## config.mk

```make
export PLATFORM = sky130hd
export DESIGN_NAME = timer_seq
export DESIGN_NICKNAME = d
export VERILOG_FILES = /design/src/rtl/timer_seq.sv
export SDC_FILE = /design/constraint.sdc
export NUM_CORES = 1
export LEC_CHECK = 0
export ABC_CLOCK_PERIOD_IN_PS = 1850
export CAP_MARGIN = 5
export CORE_UTILIZATION = 35
export CTS_CLUSTER_DIAMETER = 60
export DETAILED_ROUTE_END_ITERATION = 10
export GPL_TIMING_DRIVEN = 0
export PLACE_DENSITY = 0.66
export SETUP_SLACK_MARGIN = 0.5
export SLEW_MARGIN = 20
export SYNTH_ARGS = -nofsm -noshare
export SYNTH_HDL_FRONTEND = slang
export SYNTH_SLANG_ARGS = --single-unit
export TNS_END_PERCENT = 50
```

## constraint.sdc

```tcl
create_clock -name cpu_clk -period 1.85 [get_ports cpu_clk]
set_input_delay 0.2775 -clock cpu_clk [delete_from_list [all_inputs] [get_ports cpu_clk]]
set_output_delay 0.2775 -clock cpu_clk [all_outputs]
set_load 0.05 [all_outputs]
```

## src/rtl/timer_seq.sv

```systemverilog
// timer_seq: command sequencer and bus arbiter for the PICO16a interval timer.
//
// Expands one-cycle host commands (START/STOP/SNAPSHOT/ACK) into the register
// write sequences the timer expects. It shares the timer bus port between the
// CPU and its own sequencer. It can also acknowledge timer interrupts on its
// own and count them as ticks.
//
// Ports:
//   cpu_clk, rst           clock; asynchronous active-low reset
//   cmd_valid/cmd_ready    command handshake; cmd_op selects the operation,
//                          and cmd_value is the START reload value
//   done                   one-cycle pulse when a host command finishes
//   rd_data                last SNAPSHOT result, held until the next one
//   auto_ack, irq          self-acknowledge enable; masked interrupt to the CPU
//   tick, tick_count       pulse and wrapping count of self-acknowledged irqs
//   cpu_*                  CPU side of the timer bus; cpu_wait while busy
//   t_*                    timer slave port; t_int_req is the timer interrupt
`timescale 1ns/1ps

module timer_seq #(
  parameter int TICK_W = 16
) (
  input  logic              cpu_clk,
  input  logic              rst,
  input  logic              cmd_valid,
  input  logic [1:0]        cmd_op,
  input  logic [31:0]       cmd_value,
  output logic              cmd_ready,
  output logic              done,
  output logic [31:0]       rd_data,
  input  logic              auto_ack,
  output logic              irq,
  output logic              tick,
  output logic [TICK_W-1:0] tick_count,
  input  logic              cpu_cs,
  input  logic              cpu_we,
  input  logic [2:0]        cpu_adrs,
  input  logic [15:0]       cpu_wdata,
  output logic [15:0]       cpu_rdata,
  output logic              cpu_wait,
  output logic              t_cs,
  output logic              t_we,
  output logic [2:0]        t_adrs,
  output logic [15:0]       t_wdata,
  input  logic [15:0]       t_rdata,
  input  logic              t_int_req
);

  typedef enum logic [2:0] {
    S_IDLE,
    S_SEQ,
    S_RDH,
    S_RDL,
    S_DONE
  } state_t;

  typedef enum logic [1:0] {
    OP_START = 2'b00,
    OP_STOP  = 2'b01,
    OP_SNAP  = 2'b10,
    OP_ACK   = 2'b11
  } op_t;

  // Timer register map and control-word bits {read, init_load, init_we, run}.
  localparam logic [2:0]  A_HI   = 3'd0;
  localparam logic [2:0]  A_LO   = 3'd1;
  localparam logic [2:0]  A_CTRL = 3'd2;
  localparam logic [2:0]  A_ACK  = 3'd4;
  localparam logic [15:0] CTRL_RUN       = 16'h0001;
  localparam logic [15:0] CTRL_INIT_WE   = 16'h0002;
  localparam logic [15:0] CTRL_INIT_LOAD = 16'h0004;
  localparam logic [15:0] CTRL_READ      = 16'h0008;

  state_t              state_q, state_d;
  logic [2:0]          step_q, step_d;
  op_t                 op_q, op_d;
  logic                auto_q, auto_d;          // current sequence is a self-ack
  logic [31:0]         value_q, value_d;
  logic                run_shadow_q, run_shadow_d;
  logic [15:0]         hi_q, hi_d;
  logic [31:0]         rd_data_q, rd_data_d;
  logic [TICK_W-1:0]   tick_count_q, tick_count_d;

  logic                auto_pend;
  logic                seq_wr;
  logic                seq_last;
  logic [2:0]          seq_adrs;
  logic [15:0]         seq_data;
  logic [15:0]         shadow_word;

  assign auto_pend   = auto_ack & t_int_req;
  assign shadow_word = {15'd0, run_shadow_q};
  assign irq         = t_int_req & ~auto_ack;
  assign cpu_rdata   = t_rdata;
  assign tick_count  = tick_count_q;

  // Step table for the write sequences. Steps with seq_wr=0 are idle bus
  // cycles. seq_last marks the final step of the write phase.
  // NOTE: every combinational output gets a default before the case, so no
  // path leaves a value unassigned and no latch is inferred.
  always_comb begin
    seq_wr   = 1'b0;
    seq_last = 1'b0;
    seq_adrs = A_CTRL;
    seq_data = 16'h0000;
    case (op_q)
      OP_START: begin
        case (step_q)
          3'd0: begin seq_wr = 1'b1; seq_data = CTRL_INIT_WE; end
          3'd1: begin seq_wr = 1'b1; seq_adrs = A_HI; seq_data = value_q[31:16]; end
          3'd2: begin seq_wr = 1'b1; seq_adrs = A_LO; seq_data = value_q[15:0]; end
          3'd3: begin seq_wr = 1'b1; seq_data = CTRL_INIT_LOAD; end
          3'd4, 3'd5: ;  // two idle cycles let the timer finish the load
          3'd6: begin seq_wr = 1'b1; seq_data = CTRL_RUN; seq_last = 1'b1; end
          default: seq_last = 1'b1;
        endcase
      end
      OP_STOP: begin
        seq_wr   = 1'b1;
        seq_last = 1'b1;
      end
      OP_ACK: begin
        seq_wr   = 1'b1;
        seq_adrs = A_ACK;
        seq_last = 1'b1;
      end
      OP_SNAP: begin
        case (step_q)
          3'd0: begin seq_wr = 1'b1; seq_data = CTRL_READ | shadow_word; end
          3'd1: ;
          3'd2: begin seq_wr = 1'b1; seq_data = shadow_word; seq_last = 1'b1; end
          default: seq_last = 1'b1;
        endcase
      end
      default: seq_last = 1'b1;
    endcase
  end

  always_comb begin
    state_d      = state_q;
    step_d       = step_q;
    op_d         = op_q;
    auto_d       = auto_q;
    value_d      = value_q;
    run_shadow_d = run_shadow_q;
    hi_d         = hi_q;
    rd_data_d    = rd_data_q;
    tick_count_d = tick_count_q;
    cmd_ready    = 1'b0;
    done         = 1'b0;
    tick         = 1'b0;
    cpu_wait     = 1'b1;
    t_cs         = 1'b0;
    t_we         = 1'b0;
    t_adrs       = 3'd0;
    t_wdata      = 16'h0000;
    rd_data      = rd_data_q;

    case (state_q)
      S_IDLE: begin
        cpu_wait  = 1'b0;
        t_cs      = cpu_cs;
        t_we      = cpu_we;
        t_adrs    = cpu_adrs;
        t_wdata   = cpu_wdata;
        cmd_ready = ~auto_pend;
        if (cpu_cs && cpu_we && cpu_adrs == A_CTRL) begin
          run_shadow_d = cpu_wdata[0];
        end
        // A pending self-ack wins over a host command in the same cycle.
        if (auto_pend) begin
          state_d = S_SEQ;
          step_d  = 3'd0;
          op_d    = OP_ACK;
          auto_d  = 1'b1;
        end else if (cmd_valid) begin
          state_d = S_SEQ;
          step_d  = 3'd0;
          op_d    = op_t'(cmd_op);
          auto_d  = 1'b0;
          value_d = cmd_value;
          if (op_t'(cmd_op) == OP_START) run_shadow_d = 1'b1;
          if (op_t'(cmd_op) == OP_STOP)  run_shadow_d = 1'b0;
        end
      end
      S_SEQ: begin
        t_cs    = seq_wr;
        t_we    = seq_wr;
        t_adrs  = seq_adrs;
        t_wdata = seq_data;
        if (seq_last) begin
          state_d = (op_q == OP_SNAP) ? S_RDH : S_DONE;
        end else begin
          step_d = step_q + 3'd1;
        end
      end
      S_RDH: begin
        t_cs    = 1'b1;
        t_adrs  = A_HI;
        state_d = S_RDL;
      end
      S_RDL: begin
        // t_rdata lags the address by one cycle, so it now holds the high half.
        t_cs    = 1'b1;
        t_adrs  = A_LO;
        hi_d    = t_rdata;
        state_d = S_DONE;
      end
      S_DONE: begin
        done = ~auto_q;
        tick = auto_q;
        if (auto_q) begin
          tick_count_d = tick_count_q + TICK_W'(1);
        end else if (op_q == OP_SNAP) begin
          // The low half arrives this cycle; present it together with done.
          rd_data   = {hi_q, t_rdata};
          rd_data_d = {hi_q, t_rdata};
        end
        state_d = S_IDLE;
      end
      default: state_d = S_IDLE;
    endcase
  end

  // NOTE: state registers use non-blocking assignments so every flop samples
  // the pre-edge values, independent of statement order.
  always_ff @(posedge cpu_clk or negedge rst) begin
    if (!rst) begin
      state_q      <= S_IDLE;
      step_q       <= 3'd0;
      op_q         <= OP_START;
      auto_q       <= 1'b0;
      value_q      <= 32'h0;
      run_shadow_q <= 1'b0;
      hi_q         <= 16'h0;
      rd_data_q    <= 32'h0;
      tick_count_q <= '0;
    end else begin
      state_q      <= state_d;
      step_q       <= step_d;
      op_q         <= op_d;
      auto_q       <= auto_d;
      value_q      <= value_d;
      run_shadow_q <= run_shadow_d;
      hi_q         <= hi_d;
      rd_data_q    <= rd_data_d;
      tick_count_q <= tick_count_d;
    end
  end

endmodule

```

==> results of run 1 <==
synthesized netlist by cell type, types with 5 or more instances:
library cell	n	share of area
dfrtp_1	106	0.52
mux2_2	51	0.11
nand2_1	35	0.026
mux2_4	20	0.059
o21ai_0	20	0.020
buf_4	17	0.025
a22oi_1	15	0.022
inv_1	12	0.0089
ha_1	11	0.027
mux2_1	10	0.022
nand3_1	10	0.0099
xnor2_1	10	0.017
clkbuf_1	8	0.0059
nor2_1	7	0.0052
buf_2	6	0.0059
a21oi_1	5	0.0049
xor2_1	5	0.0086
sequential cells by signal (all words and copies together), names as in the netlist:
register	count
value_q	32
state_q	3
rd_data_q	32
op_q	2
run_shadow_q	1
tick_count	16
auto_q	1
hi_q	16
step_q	3
cells by family (layout without fill, tap and decap cells):
family,Yosys count,in the layout,share of synthesized area
buffers and inverters,46,306,0.0526
adders and majority gates,11,11,0.0271
muxes,84,84,0.201
xor gates and xnor gates,15,15,0.0259
AOI/OAI and AO/OA,57,57,0.0768
and+or+nand+nor,85,85,0.0938
DFF,106,106,0.523
power groups by stage:
stage               clock network [mW]  registers, mW  logic [mW]
floorplan                            0           3.84        5.39
global placement                     0           3.83        7.56
detailed placement                   0           3.88        7.67
CTS                               2.11           3.88        9.65
global route                      2.22           4.02        11.2
finish                            2.06           3.91        10.8
what timing repair did:
| action | in CTS | in global routing |
|---|---|---|
| hold endpoints to repair | 50 | 0 |
| pin swaps | 34 | 24 |
| hold buffers | 1 | 0 |
| gates resized for setup | 630 | 135 |
| cloned | 6 | 2 |
| setup endpoints to repair | 192 | 184 |
| buffers inserted | 53 | 17 |
metrics by stage:
step / hold slack (ns) / TNS (ns) / power (mW) / instance area [um^2]
2_1_floorplan: -0.0181 / -30.12 / 9.23 / 5280
3_3_place_gp: 0.462 / -425.34 / 11.4 / 7150
3_5_place_dp: 0.244 / -58.08 / 11.5 / 7180
4_1_cts: 0.361 / -37.06 / 15.6 / 8540
5_1_grt: 0.252 / -49.65 / 17.4 / 8990
6_report: 0.239 / -43.61 / 16.7 / 8990
worst max path at each step:
stage	start	to	slack (ns)
floorplan	state_q[2]	rd_data[10]	-0.35
detailed placement	step_q[0]	t_wdata[3]	-1.08
finish	state_q[0]	rd_data[7]	-0.65
global placement	rst	step_q[0]	-3.88
CTS	state_q[0]	rd_data[7]	-0.70
global route	state_q[0]	rd_data[26]	-0.71
routing by layer:
metal / part of all wire / vias up / routed length (um) / global-route usage
li1: - / 1934 / - / -
met1: 0.41 / 2129 / 6560 / 0.261
met2: 0.52 / 123 / 8250 / 0.357
met3: 0.050 / 25 / 798 / 0.0451
met4: 0.021 / 0 / 341 / 0.0838
met5: 0 / - / 0 / 0
worst register-to-register path: cells and delay by family, from the launching register on:
family        cells  cell delay, ns
buf+inv           8            0.99
simple gates      3            0.43
flops             1            0.40
mux               1            0.26
area by class of cell:
| class | count | area [um^2] | share of cell area |
|---|---|---|---|
| Tap cell | 180 | 225 | 0.0250 |
| Inverter | 12 | 55.1 | 0.00612 |
| Sequential cell | 106 | 2660 | 0.295 |
| Timing Repair Buffer | 245 | 2590 | 0.288 |
| Clock inverter | 5 | 86.3 | 0.00960 |
| Buffer | 34 | 430 | 0.0479 |
| Clock buffer | 10 | 229 | 0.0255 |
| Multi-Input combinational cell | 252 | 2720 | 0.303 |
==> key figures, run 1 <==
Synthesis
  – #FFs+latches synth: 106
  – Mapped Nets: 491
  – Share of async-settable or async-resettable flops after synthesis: 1.00
  – Synthesized area: 5070 um^2
  – Post-Synthesis Cells: 404
  – Prevailing post-synth register cell: dfrtp_1
  – Sequential element share of the synthesized area: 0.523
  – Yosys cell types: 55
  – Synth Area per Inst: 12.5 um^2
  – Synthesis Warnings: 0
  – Post-synth EDFFs: 0

Pwr
  – Leakage: 4.19 nW
  – Peak VDD IR: 915 uV
  – P_int: 9.59 mW
  – Logic pwr share: 0.643
  – Seq pwr share: 0.234
  – Pwr dens: 1860 nW/um^2
  – Sw frac: 0.427
  – Sw Pwr: 7.14 mW
  – Clk pwr share: 0.123

Floorplanning
  – Die Ht: 122 um
  – Core Box Area: 14000 um^2
  – Row count: 43
  – Die Width: 122 um
  – Die ar.: 15000 um^2
  – Starting Density: 0.362
  – Number of I/O pins: 166

Setup path
  – CP Class: reg2out
  – Buf+Inv Stages, Crit Path: 3
  – Crit path largest cell delay: 0.41 ns
  – CP max-delay cell: or3b_4
  – Most frequent CP cell: buf_6
  – Crit path DAT: 2.23 ns
  – Crit. End Element: output pin
  – Crit-path cells: buf_6 > or3b_4 > nor2_4 > nand2_8 > buf_12 > mux2_4 > buf_6
  – Reg2reg start: state_q[2]
  – Reg2reg path depth: 12
  – Startpoint Class: flop
  – Crit-path max FO: 10
  – Reg2reg setup slack: -0.35 ns
  – Worst reg2reg endpoint: value_q[11]
  – Worst Path Required: 1.57 ns
  – Delay-heaviest family, CP: simple AND/OR/NAND/NOR gates
  – Crit path depth: 7

Cells and area
  – Final Net Count: 747
  – Ant. Diodes: 0
  – Most frequent cells in the layout: dfrtp_1, buf_6, buf_4, clkdlybuf4s50_1, mux2_2
  – Final std cells w/o fill: 844
  – Final-layout fill cell count: 1018
  – Area grow syn2layout: 77.4%
  – Commonest non-fill, non-tap cell in the layout: dfrtp_1
  – Layout cell share with drive strength beyond 1: 0.578
  – Final design utilization: 0.643

Placement
  – Pre-CTS setup slack: -1.08 ns
  – DP Cell Count: 750
  – IO Port Bufs: 165
  – Final HPWL DP: 9.74 mm
  – GP Congestion: 0.799

Clocking
  – Num CTS Buffers: 9
  – Root buf cell: clkbuf_16
  – Total number of H-tree levels: 3
  – Clock slew at reported path FFs: 0.07 ns
  – Clock Sinks: 106
  – Clock Latency Late Sink: 0.35 ns
  – CTS tree: yes
  – Clock Tree Buf Depth: 2

Global routing
  – First-pass GRT wire length: 23.7 mm
  – Total grt overflow: 0
  – Largest net degree at the start of global routing: 57
  – Initial antenna violation count: 0
  – Vias in the first global route: 4388
  – Total routing usage reported by global routing: 0.211

Detailed routing
  – Via count: 4211
  – Routed wire length: 16.0 mm
  – DR vias/cell: 4.99
  – Post-route DRC: 0
  – Final ANT Viol Nets: 0
  – DR WL/cell: 18.9 um
  – Detailed Routing Iterations Pass 1: 4
  – DRT iter0 DRCs: 215

STA
  – Slew @ Worst Pin: 0.690 ns
  – Pins Over Slew Limit: 0
  – Worst setup margin: -0.654 ns
  – RSZ-0062 raised after global routing: yes
  – Max-Slew Margin vs Limit: 0.540
  – Final clock period utilization by the worst path: 1.35
  – Fmax: 399 MHz
  – Clock skew: 0.00635 ns
  – Hold Fails Final Rpt: 0
  – Endpoints failing setup: 101
  – Min Clock Period, post-route: 2.50 ns

Status
  – Failing checks: setup timing
  – Status: finished with violations

Hold path
  – Hold Crit Depth: 2
  – Worst hold path class: in2reg
  – HP Start: t_rdata[8]
  – Worst Hold End: hi_q[8]

Job
  – Max-cap violations: 0
(Power assumes the default switching activity.)
==> run 2: changes to the inputs <==
CORE_UTILIZATION = 42   (was 35)
PLACE_DENSITY = 0.77   (was 0.66)
SKIP_CTS_REPAIR_TIMING = 1   (was unset)
==> run 2 against run 1 <==
Net effect:
- first-iteration DRC count down 17%
- maximum frequency down 1.7%
- critical path type unchanged
- largest power group unchanged
- count of clock-buffer cells in the layout up 2
- the run ends with DRC, setup timing left
- combinational power down 8%
- highest routed layer unchanged
- critical endpoint is now rd_data[29]
- cell area down 4.5%
- global-route usage up 0.31 points
==> key figures, run 2 (synthesized netlist as in run 1, its figures left out) <==
Detailed routing
  – Detailed Routing Iterations Pass 1: 7 (+3)
  – Via count: 4108 (-2.4%)
  – DRT iter0 DRCs: 179 (-17%)
  – DR WL/cell: 19.8 um (+4.7%)
  – Routed wire length: 15.5 mm (-2.8%)
  – Final ANT Viol Nets: 0 (unchanged)
  – DR vias/cell: 5.25 (+5.2%)
  – Post-route DRC: 7 (+7)

Floorplanning
  – Core Box Area: 11600 um^2 (-17%)
  – Die Ht: 112 um (-8.6%)
  – Row count: 39 (-9.3%)
  – Die Width: 112 um (-8.6%)
  – Number of I/O pins: 166 (unchanged)
  – Die ar.: 12500 um^2 (-16%)
  – Starting Density: 0.437 (+0.0741)

Pwr
  – Seq pwr share: 0.252 (+0.018)
  – Tot Pwr: 15.7 mW (-6.3%)
  – P_int: 8.74 mW (-8.8%)
  – Logic pwr share: 0.631 (-0.012)
  – Leakage: 4.04 nW (-3.6%)
  – Sw frac: 0.442 (+0.0156)
  – Peak VDD IR: 1180 uV (+29%)
  – Sw Pwr: 6.93 mW (-2.9%)
  – Pwr dens: 1820 nW/um^2 (-1.9%)
  – Clk pwr share: 0.116 (-0.007)

Cells and area
  – Area grow syn2layout: 69.5%
  – Final Net Count: 722 (-3.3%)
  – Final design utilization: 0.740 (+0.0969)
  – Multi-input gate area: 2670 um^2 (-1.9%)
  – Final-layout fill cell count: 750 (-26%)
  – Storage element area: 2660 um^2 (+0.14%)
  – Most frequent cells in the layout: dfrtp_1, buf_6, clkdlybuf4s50_1, buf_4, mux2_2
  – Commonest non-fill, non-tap cell in the layout: dfrtp_1
  – Ant. Diodes: 0 (unchanged)
  – Layout cell share with drive strength beyond 1: 0.547 (-0.0314)
  – Top Registers: rd_data_q: 32 flops, value_q: 32 flops

STA
  – Slew @ Worst Pin: 0.499 ns (-0.191 ns)
  – Min Clock Period, post-route: 2.55 ns (+0.0433 ns)
  – Clock skew: 0.00607 ns (-0.000278 ns)
  – Hold Fails Final Rpt: 0 (unchanged)
  – Max-Slew Margin vs Limit: 0.665 (+0.125)
  – Pins Over Slew Limit: 0 (unchanged)
  – Endpoints failing setup: 111 (+9.9%)
  – RSZ-0062 raised after global routing: yes
  – Fmax: 393 MHz (-1.7%)
  – Worst setup margin: -0.697 ns (-0.0433 ns)
  – Final clock period utilization by the worst path: 1.38 (+0.0234)

Clocking
  – Clock Tree Buf Depth: 2 (unchanged)
  – CTS tree: yes
  – Total number of H-tree levels: 3 (unchanged)
  – Clock slew at reported path FFs: 0.07 ns (about the same)
  – Clock Latency Late Sink: 0.36 ns (about the same)
  – Root buf cell: clkbuf_16
  – Num CTS Buffers: 9 (unchanged)
  – Clock Sinks: 106 (unchanged)

Setup path
  – Worst Path Required: 1.57 ns (about the same)
  – Worst reg2reg endpoint: value_q[17]
  – Crit path launch: state_q[0]
  – Critical Path End: rd_data[29]
  – CP Class: reg2out
  – Crit. End Element: output pin
  – Crit path DAT: 2.27 ns (+0.04 ns)
  – Reg2reg start: state_q[2]
  – Crit-path max FO: 8 (-2)
  – Reg2reg path depth: 9 (-3)
  – Startpoint Class: flop
  – Reg2reg setup slack: -0.21 ns (+0.14 ns)

Global routing
  – Vias in the first global route: 4058 (-7.5%)
  – Largest net degree at the start of global routing: 63 (+11%)
  – Total grt overflow: 0 (unchanged)
  – Total routing usage reported by global routing: 0.214 (+0.00314)
  – First-pass GRT wire length: 20.8 mm (-12%)
  – Initial antenna violation count: 0 (unchanged)

Placement
  – GP Congestion: 0.856 (+7.1%)
  – Final HPWL DP: 9.50 mm (-2.5%)
  – IO Port Bufs: 165 (unchanged)
  – Pre-CTS setup slack: -1.14 ns (-0.0582 ns)

Status
  – Failing checks: DRC, setup timing
  – Status: finished with violations

Hold path
  – Worst hold path class: in2reg

Job
  – Max-cap violations: 0 (unchanged)
run 2: cell count changes in the layout (fill, tap and decap cells not counted), moves of 6 or more:
cell and delta:
a22oi_1 +6, dlygate4sd2_1 -9, buf_4 -15, dlymetal6s2s_1 +6, a22oi_2 -6, buf_6 -8
run 2: final cells by class:
class                      instances  share of cell area
multi-input combinational        252               0.311
sequential                       106               0.310
timing repair buffer             220               0.276
buffer                            34              0.0453
clock buffer                      12              0.0275
tap                              143              0.0208
inverter                          12             0.00612
clock inverter                     4             0.00393
run 2: layer usage:
layer	part of all wire	wire length [um]	vias to the layer above	GRT usage
met5	0	0	-	0
met4	0.030	461	0	0.0649
met3	0.048	744	38	0.0593
met2	0.53	8270	129	0.376
met1	0.39	6030	2065	0.254
li1	-	-	1876	-
run 2: worst min-delay path by stage:
stage	startpoint	to	slack (ns)	depth (start not counted)
floorplan	rst	auto_q	-0.02	0
global placement	tick_count[15]	tick_count[15]	0.46	1
detailed placement	rst	value_q[15]	0.24	1
CTS	rst	value_q[15]	-0.15	1
global route	t_rdata[9]	hi_q[9]	0.24	2
finish	t_rdata[9]	hi_q[9]	0.24	2
run 2: power groups by stage:
| stage | registers (mW) | logic [mW] | clock network [mW] |
|---|---|---|---|
| 6_report | 3.96 | 9.89 | 1.82 |
| 5_1_grt | 4.06 | 10.3 | 1.95 |
| 4_1_cts | 3.85 | 7.68 | 1.84 |
| 3_5_place_dp | 3.89 | 7.63 | 0 |
| 3_3_place_gp | 3.83 | 7.51 | 0 |
| 2_1_floorplan | 3.84 | 5.39 | 0 |
run 2: worst max-delay path, cell delays in order (launching register included):
cell and delay (ns):
dfrtp_1 0.39, buf_6 0.14, or3b_4 0.41, nor2_4 0.17, nand2_8 0.13, clkbuf_16 0.19, mux2_4 0.32, buf_8 0.16
run 2: stage by stage:
stage               area (um^2)  hold WS [ns]  instances  TNS (ns)
finish                     8590         0.241        783    -41.31
global route               8590         0.242        783    -48.42
CTS                        7410        -0.145        729    -75.70
detailed placement         7140         0.239        713    -56.65
global placement           7110         0.462        712   -413.78
floorplan                  5280       -0.0181        404    -30.12
